<file path="config.mk">
export PLATFORM = sky130hd
export DESIGN_NAME = keypad_scanner
export DESIGN_NICKNAME = d
export VERILOG_FILES = /design/src/rtl/keypad_pkg.sv /design/src/rtl/keypad_row_sampler.sv /design/src/rtl/keypad_scanner.sv
export SDC_FILE = /design/constraint.sdc
export NUM_CORES = 1
export LEC_CHECK = 0
export ABC_AREA = 1
export CORE_ASPECT_RATIO = 1.5
export CORE_MARGIN = 8
export CORE_UTILIZATION = 50
export DETAILED_ROUTE_END_ITERATION = 8
export PLACE_DENSITY_LB_ADDON = 0.08
export SYNTH_ARGS = -nofsm -noshare
export SYNTH_HDL_FRONTEND = slang
export SYNTH_SLANG_ARGS = --single-unit
</file>
<file path="constraint.sdc">
create_clock -name clk -period 2.65 [get_ports clk]
set_input_delay 0.795 -clock clk [delete_from_list [all_inputs] [get_ports clk]]
set_output_delay 0.795 -clock clk [all_outputs]
set_load 0.005 [all_outputs]
</file>
<file path="src/rtl/keypad_pkg.sv">
// Shared definitions for the 4x4 keypad scanner: FSM encoding, column
// strobe patterns, key legend table and the row priority helper.
package keypad_pkg;

    // FSM encoding
    localparam logic [1:0] ST_SCAN     = 2'd0;
    localparam logic [1:0] ST_DEBOUNCE = 2'd1;
    localparam logic [1:0] ST_HELD     = 2'd2;
    localparam logic [1:0] ST_RELEASE  = 2'd3;

    // Column strobes, active-low one-hot; index 0 drives the MSB low
    localparam logic [3:0]      COLS_OFF = 4'b1111;
    localparam logic [3:0][3:0] COL_PAT  = {4'b1110, 4'b1101, 4'b1011, 4'b0111};

    // Key legend indexed by {row, col}
    localparam logic [15:0][3:0] KEY_MAP = {
        4'hD, 4'hE, 4'hF, 4'h0,   // row 3
        4'hC, 4'h9, 4'h8, 4'h7,   // row 2
        4'hB, 4'h6, 4'h5, 4'h4,   // row 1
        4'hA, 4'h3, 4'h2, 4'h1    // row 0
    };

    function automatic logic [3:0] key_lookup(logic [1:0] row, logic [1:0] col);
        return KEY_MAP[{row, col}];
    endfunction

    // {hit, index} of the lowest-numbered pressed (low) row
    function automatic logic [2:0] first_pressed(logic [3:0] r);
        if (!r[0]) return 3'b100;
        if (!r[1]) return 3'b101;
        if (!r[2]) return 3'b110;
        if (!r[3]) return 3'b111;
        return 3'b000;
    endfunction

endpackage

</file>
<file path="src/rtl/keypad_row_sampler.sv">
// Row synchronizer and column-slot timer. beat marks the last clock of a
// slot; rows are only meaningful to the scanner on that clock.
module keypad_row_sampler #(
    parameter int SCAN_COUNTS = 100_000
) (
    input  logic       clk,
    input  logic       reset_n,
    input  logic       enable,
    input  logic [3:0] rows,
    output logic [3:0] rows_sync,
    output logic       beat
);

    localparam int             SW   = (SCAN_COUNTS > 1) ? $clog2(SCAN_COUNTS) : 1;
    localparam logic [SW-1:0]  LAST = SW'(SCAN_COUNTS - 1);

    logic [3:0]    meta;
    logic [SW-1:0] cnt;

    // Two-flop synchronizer; idles high so nothing looks pressed out of reset
    always_ff @(posedge clk) begin
        if (!reset_n) begin
            meta      <= 4'b1111;
            rows_sync <= 4'b1111;
        end else begin
            meta      <= rows;
            rows_sync <= meta;
        end
    end

    // Slot counter, held at zero while scanning is disabled
    always_ff @(posedge clk) begin
        if (!reset_n || !enable) cnt <= '0;
        else if (cnt == LAST)    cnt <= '0;
        else                     cnt <= cnt + 1'b1;
    end

    assign beat = enable && (cnt == LAST);

endmodule

</file>
<file path="src/rtl/keypad_scanner.sv">
// 4x4 matrix keypad scanner with debounce on press and release.
// Optional auto-repeat while a key is held: define KEYPAD_REPEAT_EN.
module keypad_scanner
    import keypad_pkg::*;
#(
    parameter int SCAN_COUNTS    = 100_000,
    parameter int DEBOUNCE_BEATS = 4,
    parameter int REPEAT_DELAY   = 500,
    parameter int REPEAT_RATE    = 100
) (
    input  logic       clk,
    input  logic       reset_n,
    input  logic       enable,
    input  logic [3:0] rows,
    output logic [3:0] cols,
    output logic [3:0] key_code,
    output logic       key_valid,
    output logic       key_held
);

    localparam int            DW      = $clog2(DEBOUNCE_BEATS + 1);
    localparam logic [DW-1:0] DB_LAST = DW'(DEBOUNCE_BEATS - 1);

    if (DEBOUNCE_BEATS < 1 || REPEAT_DELAY < 1 || REPEAT_RATE < 1) begin : g_cfg_bad
        $error("keypad_scanner: beat counts must be at least 1");
    end

    logic [3:0]    rows_s;
    logic          beat;
    logic [1:0]    state, st_n;
    logic [1:0]    col_idx, col_n;
    logic [1:0]    row_lat, row_n;
    logic [DW-1:0] dcnt, dcnt_n;
    logic [3:0]    code_n;
    logic          valid_n, held_n;
    logic [2:0]    fp;
    logic          lat_pressed;

    keypad_row_sampler #(.SCAN_COUNTS(SCAN_COUNTS)) u_sampler (
        .clk       (clk),
        .reset_n   (reset_n),
        .enable    (enable),
        .rows      (rows),
        .rows_sync (rows_s),
        .beat      (beat)
    );

    assign fp          = first_pressed(rows_s);
    assign lat_pressed = !rows_s[row_lat];

`ifdef KEYPAD_REPEAT_EN
    localparam int            RW        = $clog2(((REPEAT_DELAY > REPEAT_RATE) ? REPEAT_DELAY : REPEAT_RATE) + 1);
    localparam logic [RW-1:0] RD_LAST   = RW'(REPEAT_DELAY - 1);
    localparam logic [RW-1:0] RR_LAST   = RW'(REPEAT_RATE - 1);
    logic [RW-1:0] rep_cnt, rep_n;
    logic          rep_arm, arm_n;   // first repeat already issued
`endif

    // Next-state logic; everything advances on beats only
    always_comb begin
        st_n    = state;
        col_n   = col_idx;
        row_n   = row_lat;
        dcnt_n  = dcnt;
        code_n  = key_code;
        valid_n = 1'b0;
        held_n  = key_held;
`ifdef KEYPAD_REPEAT_EN
        rep_n   = rep_cnt;
        arm_n   = rep_arm;
`endif
        if (beat) begin
            case (state)
                ST_SCAN: begin
                    if (fp[2]) begin
                        row_n  = fp[1:0];
                        dcnt_n = '0;
                        st_n   = ST_DEBOUNCE;
                    end else begin
                        col_n = col_idx + 2'd1;
                    end
                end
                ST_DEBOUNCE: begin
                    if (!lat_pressed) begin
                        st_n  = ST_SCAN;
                        col_n = col_idx + 2'd1;
                    end else if (dcnt == DB_LAST) begin
                        st_n    = ST_HELD;
                        dcnt_n  = '0;
                        code_n  = key_lookup(row_lat, col_idx);
                        valid_n = 1'b1;
                        held_n  = 1'b1;
                    end else begin
                        dcnt_n = dcnt + 1'b1;
                    end
                end
                ST_HELD: begin
                    if (!lat_pressed) begin
                        dcnt_n = '0;
                        st_n   = ST_RELEASE;
`ifdef KEYPAD_REPEAT_EN
                        rep_n  = '0;
                        arm_n  = 1'b0;
                    end else if (rep_cnt == (rep_arm ? RR_LAST : RD_LAST)) begin
                        valid_n = 1'b1;
                        rep_n   = '0;
                        arm_n   = 1'b1;
                    end else begin
                        rep_n = rep_cnt + 1'b1;
`endif
                    end
                end
                default: begin // ST_RELEASE
                    if (lat_pressed) begin
                        st_n = ST_HELD;
                    end else if (dcnt == DB_LAST) begin
                        st_n   = ST_SCAN;
                        dcnt_n = '0;
                        held_n = 1'b0;
                        col_n  = col_idx + 2'd1;
                    end else begin
                        dcnt_n = dcnt + 1'b1;
                    end
                end
            endcase
        end
    end

    // State and output registers; disable parks the scanner but keeps key_code
    always_ff @(posedge clk) begin
        if (!reset_n) begin
            state     <= ST_SCAN;
            col_idx   <= 2'd0;
            row_lat   <= 2'd0;
            dcnt      <= '0;
            cols      <= COLS_OFF;
            key_code  <= 4'h0;
            key_valid <= 1'b0;
            key_held  <= 1'b0;
        end else if (!enable) begin
            state     <= ST_SCAN;
            col_idx   <= 2'd0;
            row_lat   <= 2'd0;
            dcnt      <= '0;
            cols      <= COLS_OFF;
            key_valid <= 1'b0;
            key_held  <= 1'b0;
        end else begin
            state     <= st_n;
            col_idx   <= col_n;
            row_lat   <= row_n;
            dcnt      <= dcnt_n;
            cols      <= COL_PAT[col_n];
            key_code  <= code_n;
            key_valid <= valid_n;
            key_held  <= held_n;
        end
    end

`ifdef KEYPAD_REPEAT_EN
    // Auto-repeat timer, only runs while in HELD
    always_ff @(posedge clk) begin
        if (!reset_n || !enable) begin
            rep_cnt <= '0;
            rep_arm <= 1'b0;
        end else begin
            rep_cnt <= rep_n;
            rep_arm <= arm_n;
        end
    end
`endif

endmodule

</file>
After elaboration in Yosys (flattened, before gate mapping). Memories as Yosys holds them, arrays and structs flattened. A register that Yosys moved wholly into a read port is not among the register bits. Cells that the tools add are included. Widths: inputs -> output; s select.

Memories: 1. ROM bits: 64. Output and inout bits: 10. Word-level logic and storage cells: 94. Input bits: 7. Register bits: 40.

$lt $le $gt $ge: 2. Reduce and logical (&&, ||, !) cells: 17. Equality and inequality tests: 9. Muxes and demuxes: 46. Bitwise operators: 6. $add $sub $neg: 3.

Memory list: (name not given) (depth 16, bits a word 4, read ports 1, clocked after memory_dff 1, wr ports 0, line keypad_pkg.sv:24) `return KEY_MAP[{row, col}];`.

Operators with widths (number): $mux 3 (13); $mux 2 (11); $reduce_and 5->1 (4); $add 17x1->17 const B (1); $eq 17x17->1 const B (1); $mux 1 (15); $pmux 2 s3 (2); $pmux 3 s3 (1); $bmux 4 s2 (1); $lt 2x3->1 const B (2); $ne 2x2->1 const B (3); $not 1->1 (6); $ne 5x1->1 const B (1); $reduce_or 5->1 (1); $mux 4 (1); $reduce_or 2->1 (2); $add 3x1->3 const B (1); $eq 3x2->1 const B (1); $logic_not 1->1 (3); $ne 3x3->1 const B (1); $reduce_and 3->1 (1); $reduce_bool 3->1 (1); $add 2x1->2 const B (1); $bmux 1 s2 (1); 8 further kinds (8).

Longest topological paths before layout.
Depth in word-level cells: 16. Depth in mapped cells: 13. Depth with buffers taken out: 13.

Cells and area by module. A second synthesis with hierarchy kept.

Cells, all modules: 350. Area total of the unflattened synthesis: 2437.3 µm².

By module, submodules not included: keypad_scanner (cells an instance 185, seq. area each 380.4 µm², times used 1, area an instance 1273.7 µm²); keypad_row_sampler (cells an instance 165, seq. area each 500.5 µm², times used 1, area an instance 1163.6 µm²).

Worst setup path after synthesis. OpenSTA, ideal clock, no wires.

Path type: input -> register. Start point: input reset_n. End point: register row_lat[1]. Path buffers: 0. Required time: 2535 ps. Data arrival time: 1452 ps. Setup time: 115 ps. Cell stages on the path: 6. Setup slack: 1082 ps. Cell sequence: nand2_2 > inv_1 > nand2_1 > inv_1 > o21ai_0 > inv_1.

Word-level cells in the longest chain between the ends: 1.

Ends and longest elaborated chain: start, declared (line keypad_scanner.sv:12) `input logic reset_n,`; $reduce_and 2->1 (no source line); end signal, assigned (line keypad_scanner.sv:151) `row_lat <= row_n;`; end, declared (line keypad_scanner.sv:32) `logic [1:0] row_lat, row_n;`.

Every way passes these cells. A chain may end at the register's enable or synchronous reset.

Worst setup path in the final report.
Start point: input enable. End point: register u_sampler.cnt[9].

Word-level cells in the longest chain between the ends: 3.

Ends and longest elaborated chain: start, declared (line keypad_scanner.sv:13) `input logic enable,`; $logic_not 1->1 (line keypad_row_sampler.sv:33) `if (!reset_n || !enable) cnt <= '0;`; $logic_or 1x1->1 (line keypad_row_sampler.sv:33); $reduce_or 2->1 (no source line); end signal, assigned (line keypad_row_sampler.sv:35) `else cnt <= cnt + 1'b1;`; end, declared (line keypad_row_sampler.sv:18) `logic [SW-1:0] cnt;`.

Every way passes these cells.

==> run_results.csv <==
group,metric,value,unit
outcome,status,"finished clean",
critical_path,worst_ep_required_time,2880,ps
clock_network,cts_tree,"done",
clock_network,clk_pin_slew,80,ps
clock_network,cts_hold_buf,0,
route,vias,1999,
clock_network,cts_buffers,5,
logic_synthesis,ys_types,32,
logic_synthesis,synth_edf_count,0,
critical_path,crit_family,"buffers and inverters",
global_routing,grt-ovfl-total,0,
power_and_ir_drop,power.density,438,nW/um^2
job,cap_violations,0,
placement,io_buffers,16,
global_routing,antenna_found_initial,0,
route,drcViolationCount,0,
logic_synthesis,yosys_register_bits,44,
route,ant_nets,0,
clock_network,htree_levels,2,
timing,fin_tns_setup,0,ps
clock_network,postCtsResizedCells,0,
power_and_ir_drop,power_switching,0.000257,W
global_routing,grt_pass1_vias,1863,
timing,relSlewSlack,79.2,%
critical_path,crit_chain,"clkdlybuf4s50_1, nand2_2, inv_1, nand2_1, inv_1, o21ai_0, a21oi_1",
logic_synthesis,synth_compound_area_share,9.52,%
finish,layout_commonest_cell,"nand2_1",
floorplanning,die_w,71.7,um
logic_synthesis,ys.flop_type,"dfxtp_1",
floorplanning,die_h,99.6,um
placement,placed_area,2560,sq um
logic_synthesis,syn_avg_cell_area,7.14,sq um
critical_path,path_class,"input pin to flop",
critical_path,cp-start-kind,"input pin",
logic_synthesis,ys_seq_area_share,37.8,%
clock_network,cts-root-buf,"clkbuf_8",
timing,fmax,493,MHz
power_and_ir_drop,p_int,0.000902,W
logic_synthesis,synth_area,2330,sq um
power_and_ir_drop,seqPwrFrac,58.0,%
critical_path,critPathArrivalTime,2260,ps
route,wl_per_cell,11.3,um
logic_synthesis,syn_inst,326,
critical_path,cp_num_buf_inv,3,
logic_synthesis,synth_top_family_by_area,"simple AND/OR/NAND/NOR gates",
finish,synthToLayoutAreaGrowth,13.8,%
finish,fin_nets,367,
clock_network,postCtsSetupBuffers,0,
timing,period_share,76.6,%
power_and_ir_drop,power,0.00116,W
global_routing,grt_max_degree,14,
power_and_ir_drop,pwr-share-clk,36.7,%
power_and_ir_drop,peakVddDrop,0.000324,V
critical_path,cp_max_fo,7,
logic_synthesis,synthMuxAreaShare,0,%
floorplanning,start_util,51.7,%
clock_network,clockBufferDepth,2,
clock_network,cts_sinks,44,
logic_synthesis,syn_nets,344,
timing,finalCriticalPeriod,2030,ps
floorplanning,ios,17,
critical_path,critPathMostFrequentCell,"inv_1",
clock_network,clk_latency,290,ps
global_routing,grt_pass1_wl,7950,um
route,drtIter0Drc,84,
finish,most-common-layout-cells,"nand2_1, inv_1, nor2_1",
timing,hold_viol,0,
timing,drv_slew,0,
route,finalWirelength,4490,um
logic_synthesis,synthArstFlopShare,0,%
finish,fin_area,2650,sq um
route,dr.pass1.iters,4,
floorplanning,num_rows,30,
floorplanning,die-area,7140,sq um
timing,rsz0062_at_grt,"false",
power_and_ir_drop,combPwrFrac,5.3,%
floorplanning,core,4500,sq um
timing,setup_violations,0,
route,viasPerCell,5.02,
finish,diodes,0,
power_and_ir_drop,leakagePower,1.20,nW
finish,drive_above_1_share,13.1,%
global_routing,track_usage,13.7,%
logic_synthesis,synthXorXnorAreaFrac,1.88,%
timing,tightest_slew,309,ps
logic_synthesis,synthAdderAreaFrac,5.91,%
placement,gp_congestion,0.886,
logic_synthesis,synth-simple-area-share,35.9,%
timing,skew,4.88,ps
worst_hold_path,hp-class,"flop to flop",
critical_path,slowest_stage,"clkdlybuf4s50_1",
logic_synthesis,yosys_warnings,0,
placement,hpwl,3610,um
power_and_ir_drop,sw_frac_of_total,22.2,%
critical_path,slowest_delay,580,ps
critical_path,cp-end-kind,"flop",
[routing by layer]
metal	routed length, um	GRT usage (%)	up-vias
li1	-	-	1071
met1	1900	14.6	897
met2	2370	24.7	24
met3	128	2.72	7
met4	95	6.48	0
met5	0	0	-
[tightest hold or removal path: stages, from the launching register on]
cell and delay, ps:
dfxtp_1 310, inv_1 30, nand2_1 40
[final timing paths]
| path | start | endpoint | slack, ps | cells after the start |
|---|---|---|---|---|
| hold / removal | u_sampler.meta[0] | u_sampler.rows_sync[0] | 400 | 2 |
| setup reg to reg | state[0] | dcnt[0] | 810 | 7 |
| hold reg to reg | u_sampler.meta[0] | u_sampler.rows_sync[0] | 400 | 2 |
| setup / recovery | enable | u_sampler.cnt[9] | 620 | 7 |
[logic make-up (layout without fill, tap and decap cells)]
kind of cell	after synthesis	count (layout)
AND/OR/NAND/NOR	171	171
buffers and inverters	55	79
XOR/XNOR	5	5
flip-flops	44	44
AO/OA/AOI/OAI	40	40
adder cells (fa/ha/maj)	11	11
[power by group through the flow]
| stage | combinational (W) | clock, W | sequential (W) |
|---|---|---|---|
| floorplan | 0.0000387 | 0 | 0.000687 |
| detailed placement | 0.0000629 | 0 | 0.000688 |
| global placement | 0.0000621 | 0 | 0.000688 |
| global route | 0.0000705 | 0.000475 | 0.000673 |
| CTS | 0.0000630 | 0.000447 | 0.000672 |
| finish | 0.0000620 | 0.000425 | 0.000672 |
[flip-flops by register name, summed over array words and instances (netlist names), 2 cells and up, named ones only]
signal / flops
row_lat: 2
cols: 4
u_sampler.meta: 4
u_sampler.cnt: 17
dcnt: 3
u_sampler.rows_sync: 4
col_idx: 2
key_code: 4
[cell type report]
class	instances	area, sq um
timing repair buffer	19	183
clock buffer	6	82.6
tap	48	60.1
sequential	44	881
fill	458	1860
multi-input combinational	227	1240
inverter	52	195
clock inverter	2	10.0
[per-stage QoR]
stage                     util [%]  hold WS (ps)  setup WS (ps)  cells
after floorplan                  -           380           1080    326
after global placement        56.8           385            357    390
after detailed placement      56.8           389            298    390
after CTS                     58.8           400            621    398
after global routing          58.8           429            450    398
final                         58.8           404            621    398
[synthesized netlist by cell type (4+ instances only)]
| master | number | area [sq um] |
|---|---|---|
| a21oi_1 | 14 | 70.1 |
| dfxtp_1 | 44 | 881 |
| ha_1 | 11 | 138 |
| inv_1 | 48 | 180 |
| inv_2 | 4 | 15.0 |
| nand2_1 | 64 | 240 |
| nand2_2 | 12 | 75.1 |
| nand3_1 | 17 | 85.1 |
| nand4_1 | 6 | 37.5 |
| nor2_1 | 48 | 180 |
| nor2_2 | 7 | 43.8 |
| nor3_1 | 4 | 20.0 |
| o21ai_0 | 15 | 75.1 |
No activity file was read; power rests on OpenSTA's default activity.
